--- src/rtl/adc_dc_remover_pkg.sv ---
// Shared definitions for the ADC front-end signal chain (DC remover, autocorrelation).
// Holds the estimator state type, default widths and a saturating subtract helper.
package signal_pkg;

  localparam int DEF_DATA_WIDTH = 12;
  localparam int DEF_LOG2_WIN   = 10;

  typedef enum logic {
    WARMUP = 1'b0,
    RUN    = 1'b1
  } dc_state_e;

  // Unsigned a - b clipped to the signed range of 'width' bits.
  function automatic int sat_sub(input logic [15:0] a, input logic [15:0] b, input int width);
    int diff;
    int hi;
    int lo;
    diff = int'(a) - int'(b);
    hi   = (1 << (width - 1)) - 1;
    lo   = -(1 << (width - 1));
    if (diff > hi) begin
      return hi;
    end
    if (diff < lo) begin
      return lo;
    end
    return diff;
  endfunction

  function automatic logic sub_clips(input logic [15:0] a, input logic [15:0] b, input int width);
    int diff;
    diff = int'(a) - int'(b);
    return (diff > ((1 << (width - 1)) - 1)) || (diff < -(1 << (width - 1)));
  endfunction

endpackage

--- src/rtl/adc_dc_remover_if.sv ---
// Sample stream bus between the ADC front end, the DC remover and its consumer.
interface adc_dc_remover_if import signal_pkg::*; #(
  parameter int DATA_WIDTH = DEF_DATA_WIDTH
);
  logic                  sample_valid;
  logic [DATA_WIDTH-1:0] adc_data;
  logic                  clear;
  logic [DATA_WIDTH-1:0] data_out;
  logic                  out_valid;
  logic                  en;
  logic [DATA_WIDTH-1:0] dc_offset;
  logic                  sat;

  modport master (
    output sample_valid, adc_data, clear,
    input  data_out, out_valid, en, dc_offset, sat
  );

  modport slave (
    input  sample_valid, adc_data, clear,
    output data_out, out_valid, en, dc_offset, sat
  );
endinterface

--- src/rtl/adc_dc_remover_window_mean.sv ---
// Sums non-overlapping windows of 2^LOG2_WIN samples and publishes each window mean.
// The window-closing sample is folded into the sum in the same edge that clears it.
module window_mean_acc import signal_pkg::*; #(
  parameter int DATA_WIDTH = DEF_DATA_WIDTH,
  parameter int LOG2_WIN   = DEF_LOG2_WIN
) (
  input  logic                  clk,
  input  logic                  rst_n,
  input  logic                  clear,
  input  logic                  sample_valid,
  input  logic [DATA_WIDTH-1:0] adc_data,
  output logic [DATA_WIDTH-1:0] mean,
  output logic                  mean_valid
);
  localparam int ACC_WIDTH = DATA_WIDTH + LOG2_WIN;

  logic [ACC_WIDTH-1:0] acc;
  logic [ACC_WIDTH-1:0] sum;
  logic [LOG2_WIN-1:0]  count;
  logic                 window_end;

  assign sum        = acc + ACC_WIDTH'(adc_data);
  assign window_end = sample_valid && (count == '1);

  always_ff @(posedge clk or negedge rst_n) begin
    if (!rst_n) begin
      acc        <= '0;
      count      <= '0;
      mean       <= '0;
      mean_valid <= 1'b0;
    end else if (clear) begin
      acc        <= '0;
      count      <= '0;
      mean       <= '0;
      mean_valid <= 1'b0;
    end else begin
      mean_valid <= window_end;
      if (window_end) begin
        acc   <= '0;
        count <= '0;
        mean  <= sum[ACC_WIDTH-1:LOG2_WIN];
      end else if (sample_valid) begin
        acc   <= sum;
        count <= count + LOG2_WIN'(1);
      end
    end
  end

endmodule

--- src/rtl/adc_dc_remover.sv ---
// Streaming DC-offset remover: subtracts the latest window mean from each ADC sample
// and emits a saturated, signed, zero-centred sample one clock after its strobe.
module adc_dc_remover import signal_pkg::*; #(
  parameter int DATA_WIDTH = DEF_DATA_WIDTH,
  parameter int LOG2_WIN   = DEF_LOG2_WIN
) (
  input  logic             clk,
  input  logic             rst_n,
  adc_dc_remover_if.slave  bus
);
  logic [DATA_WIDTH-1:0] mean;
  logic                  mean_valid;
  logic [DATA_WIDTH-1:0] diff_value;
  logic                  diff_clip;
  dc_state_e             state;
  dc_state_e             state_next;

  window_mean_acc #(
    .DATA_WIDTH (DATA_WIDTH),
    .LOG2_WIN   (LOG2_WIN)
  ) u_window_mean (
    .clk          (clk),
    .rst_n        (rst_n),
    .clear        (bus.clear),
    .sample_valid (bus.sample_valid),
    .adc_data     (bus.adc_data),
    .mean         (mean),
    .mean_valid   (mean_valid)
  );

  always_ff @(posedge clk or negedge rst_n) begin
    if (!rst_n) begin
      state <= WARMUP;
    end else begin
      state <= state_next;
    end
  end

  always_comb begin
    state_next = state;
    if (bus.clear) begin
      state_next = WARMUP;
    end else if (state == WARMUP && mean_valid) begin
      state_next = RUN;
    end
  end

  // The mean register is zero until the first window closes, so WARMUP subtracts nothing.
  assign diff_value    = DATA_WIDTH'(sat_sub(16'(bus.adc_data), 16'(mean), DATA_WIDTH));
  assign diff_clip     = sub_clips(16'(bus.adc_data), 16'(mean), DATA_WIDTH);
  assign bus.en        = (state == RUN);
  assign bus.dc_offset = mean;

  always_ff @(posedge clk or negedge rst_n) begin
    if (!rst_n) begin
      bus.data_out  <= '0;
      bus.out_valid <= 1'b0;
      bus.sat       <= 1'b0;
    end else if (bus.clear) begin
      bus.data_out  <= '0;
      bus.out_valid <= 1'b0;
      bus.sat       <= 1'b0;
    end else begin
      bus.out_valid <= bus.sample_valid;
      bus.sat       <= bus.sample_valid && diff_clip;
      if (bus.sample_valid) begin
        bus.data_out <= diff_value;
      end
    end
  end

endmodule

--- src/flat_wrapper.sv ---
// flat-port wrapper written by rule: the top's interface ports become plain ports
module adc_dc_remover_flat import signal_pkg::*;
#(
  parameter int DATA_WIDTH = DEF_DATA_WIDTH,
  parameter int LOG2_WIN   = DEF_LOG2_WIN
)
  (clk, rst_n, bus_sample_valid, bus_adc_data, bus_clear, bus_data_out, bus_out_valid, bus_en, bus_dc_offset, bus_sat);
  adc_dc_remover_if #(.DATA_WIDTH(DATA_WIDTH)) bus_i ();
  input  logic clk;
  input  logic rst_n;
  input wire logic [$bits(bus_i.sample_valid)-1:0] bus_sample_valid;
  input wire logic [$bits(bus_i.adc_data)-1:0] bus_adc_data;
  input wire logic [$bits(bus_i.clear)-1:0] bus_clear;
  output wire logic [$bits(bus_i.data_out)-1:0] bus_data_out;
  output wire logic [$bits(bus_i.out_valid)-1:0] bus_out_valid;
  output wire logic [$bits(bus_i.en)-1:0] bus_en;
  output wire logic [$bits(bus_i.dc_offset)-1:0] bus_dc_offset;
  output wire logic [$bits(bus_i.sat)-1:0] bus_sat;
  assign bus_i.sample_valid = bus_sample_valid;
  assign bus_i.adc_data = bus_adc_data;
  assign bus_i.clear = bus_clear;
  assign bus_data_out = bus_i.data_out;
  assign bus_out_valid = bus_i.out_valid;
  assign bus_en = bus_i.en;
  assign bus_dc_offset = bus_i.dc_offset;
  assign bus_sat = bus_i.sat;
  adc_dc_remover #(.DATA_WIDTH(DATA_WIDTH), .LOG2_WIN(LOG2_WIN)) u_core (.clk(clk), .rst_n(rst_n), .bus(bus_i));
endmodule
--- config.mk ---
export PLATFORM = sky130hd
export DESIGN_NAME = adc_dc_remover_flat
export DESIGN_NICKNAME = d
export VERILOG_FILES = /design/src/rtl/adc_dc_remover_pkg.sv /design/src/rtl/adc_dc_remover_if.sv /design/src/rtl/adc_dc_remover_window_mean.sv /design/src/rtl/adc_dc_remover.sv /design/src/flat_wrapper.sv
export SDC_FILE = /design/constraint.sdc
export NUM_CORES = 1
export LEC_CHECK = 0
export ABC_AREA = 1
export BUFFER_PORTS_ARGS = -buffer_cell sky130_fd_sc_hd__buf_2
export CORE_MARGIN = 2
export CORE_UTILIZATION = 23
export DETAILED_ROUTE_END_ITERATION = 10
export PLACE_DENSITY = 0.4
export SLEW_MARGIN = 20
export SYNTH_ARGS = -nofsm -noshare
export SYNTH_HDL_FRONTEND = slang
export SYNTH_SLANG_ARGS = --single-unit
--- constraint.sdc ---
create_clock -name clk -period 2.3 [get_ports clk]
set_input_delay 0.46 -clock clk [delete_from_list [all_inputs] [get_ports clk]]
set_output_delay 0.46 -clock clk [all_outputs]
set_load 0.02 [all_outputs]
==> impl_metrics.env, run 1 <==
export IMPL_outcome="completed"
export IMPL_cts_setup_buffers=0
export IMPL_post_drt_via_cell_ratio=4.50
export IMPL_ys_warn_count=0
export IMPL_finalNetCount=663
export IMPL_place_hpwl_microns=10200
export IMPL_synth_top_cell_area_share_pct=36.6
export IMPL_fin_area_sq_um=4980
export IMPL_drive_gt1_share_pct=15.2
export IMPL_crit_arrival_ps=2320
export IMPL_slowest_delay_ps=450
export IMPL_wl_per_cell_microns=14.9
export IMPL_wl_microns=12700
export IMPL_total_power_mw=3.29
export IMPL_drcViolationCount=0
export IMPL_finalSetupViolations=0
export IMPL_finalMaxSlewViolations=0
export IMPL_rsz0062_at_grt="false"
export IMPL_overflow=0
export IMPL_postRouteAntennaNets=0
export IMPL_placed_area_sq_um=4670
export IMPL_busiest_layer="met2"
export IMPL_antenna_found_initial=0
export IMPL_utilization_pct=28.7
export IMPL_synth_cell_type_count=40
export IMPL_met1_usage_pct=18.8
export IMPL_clock_latency_ps=340
export IMPL_multi_input_area_sq_um=2330
export IMPL_cap_violations=0
export IMPL_dr_pass1_iters=4
export IMPL_p_leak_nw=2.54
export IMPL_cts_tree="done"
export IMPL_crit_required_ps=2580
export IMPL_slowest_stage="fa_1"
export IMPL_ioPinCount=43
export IMPL_portBuffers=42
export IMPL_setup_slack_ps=260
export IMPL_syn_inst=562
export IMPL_p_int_mw=2.30
export IMPL_clkPwrFrac_pct=44.9
export IMPL_crit_type="flop to flop"
export IMPL_numCtsBuffers=9
export IMPL_grt_pass1_wl_microns=20500
export IMPL_die_w_microns=138
export IMPL_switching_power_mw=0.989
export IMPL_seqPwrFrac_pct=35.5
export IMPL_p_per_area_nw_per_um2=660
export IMPL_hold_ws_ps=160
export IMPL_skew_ps=5.64
export IMPL_die_h_microns=138
export IMPL_drt_initial_drc_count=136
export IMPL_ir_worst_vdd_mv=0.327
export IMPL_hold_path_class="primary input to async pin"
export IMPL_slew_headroom_pct=53.6
export IMPL_met2_usage_pct=23.9
export IMPL_setup_tns_ps=0
export IMPL_synth_area_top_cells="dfrtp_1 37%, nand2_1 17%, ha_1 7.6%"
export IMPL_synth_seq_cells=60
export IMPL_core_area_sq_um=17400
export IMPL_timing_fmax_mhz=490
export IMPL_critPathCaptureType="flop"
export IMPL_clk_pin_slew_ps=60
export IMPL_cts_max_path_buffers=2
export IMPL_cp_max_fo=5
export IMPL_grt_usage_pct=14.5
export IMPL_dieArea_sq_um=18900
export IMPL_rows=48
export IMPL_final_seq_area_sq_um=1500
export IMPL_n_antenna_cell=0
export IMPL_dp_cells=834
export IMPL_gp_congestion=0.837
export IMPL_grt_pass1_vias=3891
export IMPL_synth_top_cell_by_area="dfrtp_1"
export IMPL_startpoint_type="flop"
export IMPL_hold_viol_final=0
export IMPL_netlist_area_sq_um=4100
export IMPL_fillers=1904
export IMPL_switching_share_pct=30.0
export IMPL_comb_power_share_pct=19.6
export IMPL_instances_no_fill=849
export IMPL_avgSynthCellArea_sq_um=7.30
export IMPL_post_place_ws_ps=5.69
export IMPL_fin_crit_ps=2040
export IMPL_area_delta_synth_final_pct=21.5
export IMPL_ys_seq_area_share_pct=36.6
export IMPL_clock_sinks=60
export IMPL_use_met3_pct=3.13
export IMPL_cts_root_buffer="clkbuf_16"
export IMPL_syn_nets=605
export IMPL_fin_crit_sh_pct=88.7
export IMPL_grt_max_degree=31
export IMPL_htree_levels=3
export IMPL_initial_core_util_pct=23.6
export IMPL_worst_pin_slew_ps=696
export IMPL_path_cells="ha_1 -> fa_1 -> nor2_1 -> nor2_1 -> nor2_1 -> nor2_1 -> inv_1 -> nand2_1 -> nand2_1 -> nand2_1 -> nand2_1"
export IMPL_vias=3820
-- critical path, delay by kind of cell (launching register included) --
kind	cells	cell delay [ps]
adders and majority gates	2	710
and+or+nand+nor	8	750
buffers and inverters	1	110
DFF	1	430
-- cell usage after synthesis --
| master | n |
|---|---|
| or2_1 | 1 |
| clkbuf_2 | 1 |
| o22ai_1 | 1 |
| a21o_1 | 1 |
| or2_0 | 1 |
| o21bai_4 | 1 |
| ha_1 | 25 |
| inv_2 | 2 |
| nor2_2 | 4 |
| and2_1 | 1 |
| nand2_4 | 1 |
| inv_4 | 1 |
| a22o_1 | 3 |
| nand4_4 | 1 |
| xor2_1 | 6 |
| nand3b_1 | 6 |
| a21oi_1 | 21 |
| clkinv_1 | 1 |
| o211ai_1 | 1 |
| o21ai_0 | 27 |
| buf_4 | 1 |
| fa_1 | 2 |
| nor3b_1 | 1 |
| and3_1 | 1 |
| buf_6 | 2 |
| nand4_1 | 6 |
| or2_2 | 2 |
| nand3_1 | 58 |
| xnor2_1 | 10 |
| nor3_1 | 5 |
| nand3_2 | 11 |
| o21a_1 | 2 |
| nand2_1 | 182 |
| inv_1 | 56 |
| nor2_1 | 50 |
| dfrtp_1 | 60 |
| buf_2 | 1 |
| nor2_4 | 1 |
| clkbuf_1 | 3 |
| o21bai_1 | 2 |
-- per-layer routing --
| layer | share of wire (%) | wire length, microns |
|---|---|---|
| met1 | 48 | 6080 |
| met5 | 0 | 0 |
| met4 | 1.9 | 243 |
| met3 | 3.8 | 483 |
| met2 | 46 | 5880 |
-- path summary, 6_finish.rpt --
path / start / to / slack [ps] / cells after the start
setup / recovery: u_core.u_window_mean.mean[0] / u_core.bus.data_out[1] / 260 / 11
hold / removal: rst_n / u_core.bus.data_out[1] / 160 / 1
setup reg to reg: u_core.u_window_mean.mean[0] / u_core.bus.data_out[1] / 260 / 11
hold reg to reg: u_core.bus.data_out[4] / u_core.bus.data_out[4] / 470 / 2
max in group asynchronous: rst_n / u_core.u_window_mean.acc[18] / 1570 / 2
min in group clk: bus_clear / u_core.bus.en / 330 / 2
-- what timing repair did --
| item | CTS | global route |
|---|---|---|
| setup endpoints to repair | 0 | 5 |
| gates resized for setup | 0 | 1 |
| hold buffers | 0 | 0 |
-- cell usage in the layout (no fill, tap or decap), drive strengths merged --
cell type,Yosys,final
nand2,183,183
nand3,69,69
dfrtp,60,60
inv,59,60
nor2,55,55
buf,4,55
o21ai,27,27
ha,25,25
a21oi,21,21
xnor2,10,10
clkbuf,4,9
nand4,7,7
xor2,6,6
nand3b,6,6
nor3,5,5
or2,4,4
a22o,3,3
o21bai,3,3
o21a,2,2
fa,2,2
clkinvlp,0,2
bufinv,0,2
clkinv,1,2
a21o,1,1
and2,1,1
o22ai,1,1
nor3b,1,1
and3,1,1
o211ai,1,1
-- area by class of cell --
class	instances	share of cell area, %
inverter	60	4.57
timing repair buffer	55	6.68
clock buffer	9	4.52
sequential	60	30.1
multi-input combinational	434	46.7
tap	225	5.65
clock inverter	6	1.78
-- sequential cells by signal (all words and copies together), names as in the netlist --
| signal | cells |
|---|---|
| u_core.bus.data_out | 12 |
| u_core.bus.out_valid | 1 |
| u_core.u_window_mean.acc | 22 |
| u_core.bus.en | 1 |
| u_core.bus.sat | 1 |
| u_core.u_window_mean.count | 10 |
| u_core.u_window_mean.mean | 12 |
| u_core.u_window_mean.mean_valid | 1 |
-- power groups by stage --
stage	clock network, mW	logic, mW	registers, mW
2_1_floorplan	0	0.408	1.21
3_3_place_gp	0	0.655	1.19
3_5_place_dp	0	0.654	1.19
4_1_cts	1.52	0.655	1.17
5_1_grt	1.56	0.735	1.18
6_report	1.48	0.645	1.17
-- cell families (layout without fill, tap and decap cells) --
logic type               count (synthesis)  count (layout)  share of synthesized area (%)
adder cells (fa/ha/maj)                 27              27                           8.60
AND/OR/NAND/NOR                        332             332                           36.4
buffers and inverters                   68             130                           6.80
XOR/XNOR                                16              16                           3.42
AO/OA/AOI/OAI                           59              59                           8.20
flip-flops                              60              60                           36.6
Power figures use the tool's default switching activity.
==> run 2: changes to the inputs <==
- CTS_BUF_LIST: default -> sky130_fd_sc_hd__clkbuf_4
- SYNTH_HIERARCHICAL: default -> 1
==> run 2 against run 1 <==
Against the previous run:
- the flow now finishes with violations (hold timing)
- wire length is 7.2% higher
- register-to-register slack hardly changed
- clock power down 53%
- count of clock-buffer cells in the layout increased by 1
- total power down 23%
- combinational power up 7.8%
- sequential share of layout area barely moved
- fmax is 0.19% higher
- synthesized area up 5.3%
- die area is 5.2% higher
- critical endpoint is now u_core/bus.data_out[2]
==> impl_metrics.env, run 2 <==
export IMPL_clock_sinks=60
export IMPL_portBuffers=42
export IMPL_drt_initial_drc_count=193
export IMPL_rr_endpoint="u_core/bus.data_out[2]"
export IMPL_crit_type="flop to flop"
export IMPL_initial_core_util_pct=23.3
export IMPL_avgSynthCellArea_sq_um=6.99
export IMPL_numCtsBuffers=9
export IMPL_cts_setup_buffers=0
export IMPL_critPathTopFamily="simple AND/OR/NAND/NOR gates"
export IMPL_async_flop_share_pct=100
export IMPL_drcViolationCount=0
export IMPL_rows=50
export IMPL_postRouteAntennaNets=0
export IMPL_final_seq_area_sq_um=1500
export IMPL_fillers=2064
export IMPL_crit_end="u_core/bus.data_out[2]"
export IMPL_grt_pass1_vias=4125
export IMPL_core_area_sq_um=18600
export IMPL_synth_enable_flop_cells=0
export IMPL_syn_nets=661
export IMPL_clock_latency_ps=460
export IMPL_fin_crit_sh_pct=88.5
export IMPL_overflow=0
export IMPL_cp_max_fo=4
export IMPL_n_antenna_cell=0
export IMPL_clk_pin_slew_ps=130
export IMPL_post_drt_via_cell_ratio=4.37
export IMPL_violations="hold timing"
export IMPL_finalSetupViolations=0
export IMPL_cts_tree="done"
export IMPL_die_w_microns=141
export IMPL_r2r_slack_ps=260
export IMPL_critical_path_most_common_cell="nand2_1"
export IMPL_dp_cells=899
export IMPL_path_cells="inv_1 -> ha_1 -> nand2_1 -> nand2_1 -> nor2_2 -> nor2_2 -> nor2_2 -> inv_1 -> nand2_1 -> nand2_1 -> nand2_1 -> nand2_1"
export IMPL_htree_levels=3
export IMPL_final_common_cell="nand2_1"
export IMPL_antenna_found_initial=0
export IMPL_p_leak_nw=2.73
export IMPL_grt_pass1_wl_microns=22100
export IMPL_synth_top_cell_area_share_pct=34.7
export IMPL_max_flop_register="u_core/u_window_mean/acc"
export IMPL_synth_area_top_cells="dfrtp_1 35%, nand2_1 20%, nand3_1 7.9%"
export IMPL_hold_viol_final=1
export IMPL_ys_seq_area_share_pct=34.7
export IMPL_synth_seq_cells=60
export IMPL_setup_tns_ps=0
export IMPL_netlist_area_sq_um=4320
export IMPL_dr_pass1_iters=4
export IMPL_vias=4000
export IMPL_wl_microns=13600
export IMPL_gp_congestion=0.870
export IMPL_worst_pin_slew_ps=758
export IMPL_place_hpwl_microns=10800
export IMPL_synth_cell_type_count=38
export IMPL_crit_required_ps=2670
export IMPL_die_h_microns=141
export IMPL_hold_path_class="primary input to async pin"
export IMPL_slew_headroom_pct=49.3
export IMPL_drive_gt1_share_pct=14.5
export IMPL_crit_cells=12
export IMPL_cts_root_buffer="clkbuf_4"
export IMPL_skew_ps=21.8
export IMPL_total_power_mw=2.54
export IMPL_slowest_stage="dfrtp_1"
export IMPL_grt_max_degree=40
export IMPL_outcome="finished, violations left"
export IMPL_grt_usage_pct=14.5
export IMPL_yosys_top_cells_count="225 x nand2_1, 88 x inv_1, 68 x nand3_1"
export IMPL_cts_max_path_buffers=2
export IMPL_startpoint_type="flop"
export IMPL_synth_top_cell_by_area="dfrtp_1"
export IMPL_finalMaxSlewViolations=0
export IMPL_p_per_area_nw_per_um2=508
export IMPL_top_regs="u_core/u_window_mean/acc: 22 flops, u_core/bus.data_out: 12 flops, u_core/u_window_mean/mean: 12 flops"
export IMPL_cp_buffers_inverters=2
export IMPL_hold_buffers=0
export IMPL_crit_arrival_ps=2400
export IMPL_final_cell_mix="225 x nand2_1, 88 x inv_1, 68 x nand3_1, 60 x dfrtp_1, 43 x nor2_1"
export IMPL_largest_reg_flops=22
export IMPL_cap_violations=0
export IMPL_crit_start="u_core/u_window_mean/mean[3]"
export IMPL_ioPinCount=43
export IMPL_slowest_delay_ps=440
export IMPL_multi_input_area_sq_um=2420
export IMPL_cts_resized=0
export IMPL_finalNetCount=719
export IMPL_instances_no_fill=915
export IMPL_wl_per_cell_microns=14.9
export IMPL_syn_inst=618
export IMPL_reg2reg_depth=12
export IMPL_ir_worst_vdd_mv=0.169
export IMPL_fin_crit_ps=2040
export IMPL_area_delta_synth_final_pct=15.5
export IMPL_synth_most_common_cell="nand2_1"
export IMPL_critPathCaptureType="flop"
export IMPL_rsz0062_at_grt="false"
export IMPL_r2r_start="u_core/u_window_mean/mean[3]"
export IMPL_ys_warn_count=6
export IMPL_timing_fmax_mhz=491
export IMPL_hold_ws_ps=-2.18
export IMPL_dieArea_sq_um=19900
export IMPL_yosys_most_used_dff="dfrtp_1"
## run 2: power breakdown
group | internal (mW) | switching (mW) | total [mW]
Clock | 0.231 | 0.464 | 0.695
Sequential | 1.11 | 0.0355 | 1.15
Combinational | 0.241 | 0.454 | 0.695
## run 2: layout make-up
cell class                      count  area share [%]
Sequential cell                    60            30.1
Clock inverter                      6           0.802
Timing Repair Buffer               54            6.27
Inverter                           92            6.97
Clock buffer                       10            1.50
Multi-Input combinational cell    459            48.5
Tap cell                          234            5.87
## run 2: routing by layer
layer	part of all wire (%)	track usage [%]	vias to the layer above
li1	-	-	2066
met1	48	18.8	1856
met2	47	23.7	59
met3	3.1	3.63	19
met4	2.1	4.42	0
met5	0	0	-
## run 2: worst min-delay path by stage
stage                                         start                           end  slack [ps]  depth (start not counted)
floorplan                                     rst_n        u_core/bus.data_out[0]         160                          0
global placement    u_core/u_window_mean/mean_valid                 u_core/bus.en         470                          2
detailed placement  u_core/u_window_mean/mean_valid                 u_core/bus.en         470                          2
CTS                                           rst_n  u_core/u_window_mean/mean[4]           6                          1
global route                                  rst_n  u_core/u_window_mean/mean[4]           2                          1
finish                                        rst_n  u_core/u_window_mean/mean[4]          -2                          1
## run 2: through the flow
step                hold slack [ps]  area, sq um  worst slack (ps)  util, %
global route                   2.11         4990              20.6     26.9
CTS                            5.80         4990               230     26.9
floorplan                       164         4320               358        -
finish                        -2.18         4990               264     26.9
global placement                466         4870              55.8     26.2
detailed placement              466         4870              16.3     26.2
## run 2: cell families after synthesis
| family | Yosys count | share of synthesized area (%) |
|---|---|---|
| AOI/OAI and AO/OA | 38 | 4.95 |
| xor gates and xnor gates | 16 | 3.24 |
| adders and majority gates | 27 | 8.16 |
| buffers and inverters | 99 | 9.26 |
| DFF | 60 | 34.7 |
| muxes | 1 | 0.232 |
| and+or+nand+nor | 377 | 39.4 |
==> run 3: changes to the inputs <==
- RECOVER_POWER: default -> 100
- clock period: 2.3 -> 2.5 ns (I/O delays scaled with it)
==> run 3 against run 2 <==
Against the previous run:
- the run ends with capacitance limit, slew limit left
- largest cell class unchanged
- die area stayed put
- cell area is 2.6% lower
- clock power is 14% higher
==> impl_metrics.env, run 3 (synthesis results as in run 2) <==
export IMPL_setup_slack_ps=388
export IMPL_met2_usage_pct=23.0
export IMPL_postRouteAntennaNets=0
export IMPL_finalMaxSlewViolations=61
export IMPL_die_w_microns=141
export IMPL_utilization_pct=26.2
export IMPL_cts_root_buffer="clkbuf_4"
export IMPL_use_met3_pct=3.19
export IMPL_p_per_area_nw_per_um2=506
export IMPL_post_drt_via_cell_ratio=4.44
export IMPL_finalSetupViolations=0
export IMPL_gp_congestion=0.881
export IMPL_dieArea_sq_um=19900
export IMPL_rsz0062_at_grt="false"
export IMPL_portBuffers=42
export IMPL_startpoint_type="flop"
export IMPL_cts_resized=0
export IMPL_violations="capacitance limit, slew limit"
export IMPL_htree_levels=3
export IMPL_overflow=0
export IMPL_max_flop_register="u_core/u_window_mean/acc"
export IMPL_post_place_ws_ps=112
export IMPL_top_regs="u_core/u_window_mean/acc: 22 flops, u_core/bus.data_out: 12 flops, u_core/u_window_mean/mean: 12 flops"
export IMPL_hold_buffers=0
export IMPL_fin_crit_ps=2110
export IMPL_area_delta_synth_final_pct=12.5
export IMPL_drive_gt1_share_pct=7.74
export IMPL_final_cell_mix="227 x nand2_1, 89 x inv_1, 68 x nand3_1, 60 x dfrtp_1, 47 x nor2_1"
export IMPL_outcome="finished, violations left"
export IMPL_wl_per_cell_microns=14.8
export IMPL_place_hpwl_microns=10500
export IMPL_grt_pass1_wl_microns=21500
export IMPL_die_h_microns=141
export IMPL_crit_required_ps=2810
export IMPL_cp_max_fo=3
export IMPL_rows=50
export IMPL_multi_input_area_sq_um=2370
export IMPL_ir_worst_vdd_mv=0.151
export IMPL_cts_setup_buffers=0
export IMPL_hold_path_class="primary input to flop"
export IMPL_fin_crit_sh_pct=84.5
export IMPL_p_leak_nw=2.55
export IMPL_skew_ps=19.1
export IMPL_hold_viol_final=0
export IMPL_cts_max_path_buffers=2
export IMPL_crit_arrival_ps=2420
export IMPL_antenna_found_initial=0
export IMPL_numCtsBuffers=9
export IMPL_final_seq_area_sq_um=1500
export IMPL_crit_type="flop to flop"
export IMPL_vias=4025
export IMPL_clock_latency_ps=430
export IMPL_critPathCaptureType="flop"
export IMPL_n_antenna_cell=0
export IMPL_met1_usage_pct=18.3
export IMPL_grt_pass1_vias=4021
export IMPL_cap_violations=1
export IMPL_initial_core_util_pct=23.3
export IMPL_ioPinCount=43
export IMPL_worst_pin_slew_ps=1600
export IMPL_clock_sinks=60
export IMPL_fillers=2077
export IMPL_busiest_layer="met2"
export IMPL_wl_microns=13400
export IMPL_timing_fmax_mhz=473
export IMPL_slew_headroom_pct=-6.55
export IMPL_core_area_sq_um=18600
export IMPL_grt_max_degree=61
export IMPL_grt_usage_pct=14.0
export IMPL_final_common_cell="nand2_1"
export IMPL_clk_pin_slew_ps=120
export IMPL_drcViolationCount=0
export IMPL_drt_initial_drc_count=312
export IMPL_largest_reg_flops=22
export IMPL_finalNetCount=711
export IMPL_dr_pass1_iters=5
export IMPL_cts_tree="done"
export IMPL_setup_tns_ps=0
run 3: power by group:
group	switching, mW	total (mW)	internal [mW]
combinational	0.414	0.609	0.196
sequential	0.0323	1.05	1.02
clock	0.403	0.795	0.392
total	0.849	2.46	1.61
run 3: worst paths after layout:
check	startpoint	to	slack, ps	cells after the start
min in group asynchronous	rst_n	u_core/bus.data_out[5]	550	2
hold / removal	bus_sample_valid	u_core/u_window_mean/count[2]	390	3
setup reg to reg	u_core/u_window_mean/acc[0]	u_core/u_window_mean/acc[12]	390	12
setup / recovery	u_core/u_window_mean/acc[0]	u_core/u_window_mean/acc[12]	390	12
hold reg to reg	u_core/u_window_mean/mean_valid	u_core/bus.en	490	2
max in group asynchronous	rst_n	u_core/u_window_mean/mean[1]	1000	2
run 3: worst max-delay path, cell delays in order (launching register included):
cell and delay (ps):
dfrtp_1 360, ha_1 250, inv_1 80, fa_1 410
nand3b_1 180, nand2_1 130, nand2_1 70, nand2_1 110
nand2_1 80, nand2_1 90, nand2_1 70, nand3_1 80
o21ai_0 80
run 3: per-stage QoR:
step           cells  hold slack (ps)  total power [mW]  area (sq um)
6_report         906              389              2.46          4860
3_3_place_gp     891              463              1.70          4810
3_5_place_dp     891              466              1.70          4810
4_1_cts          906             44.2              2.52          4960
5_1_grt          906              355              2.64          4860
2_1_floorplan    618              204              1.49          4320
run 3: routing by layer:
metal | wire, microns | up-vias
met2 | 6220 | 88
li1 | - | 2046
met1 | 6240 | 1874
met4 | 327 | 0
met3 | 614 | 17
met5 | 0 | -
run 3: area by class of cell:
cell class              instances  area share [%]
clock buffers                   9            1.39
clock inverters                 6            1.65
inverters                      92            7.15
multi-input cells             459            48.8
flip-flops and latches         60            30.9
well taps                     234            6.02
repair buffers                 46            4.12
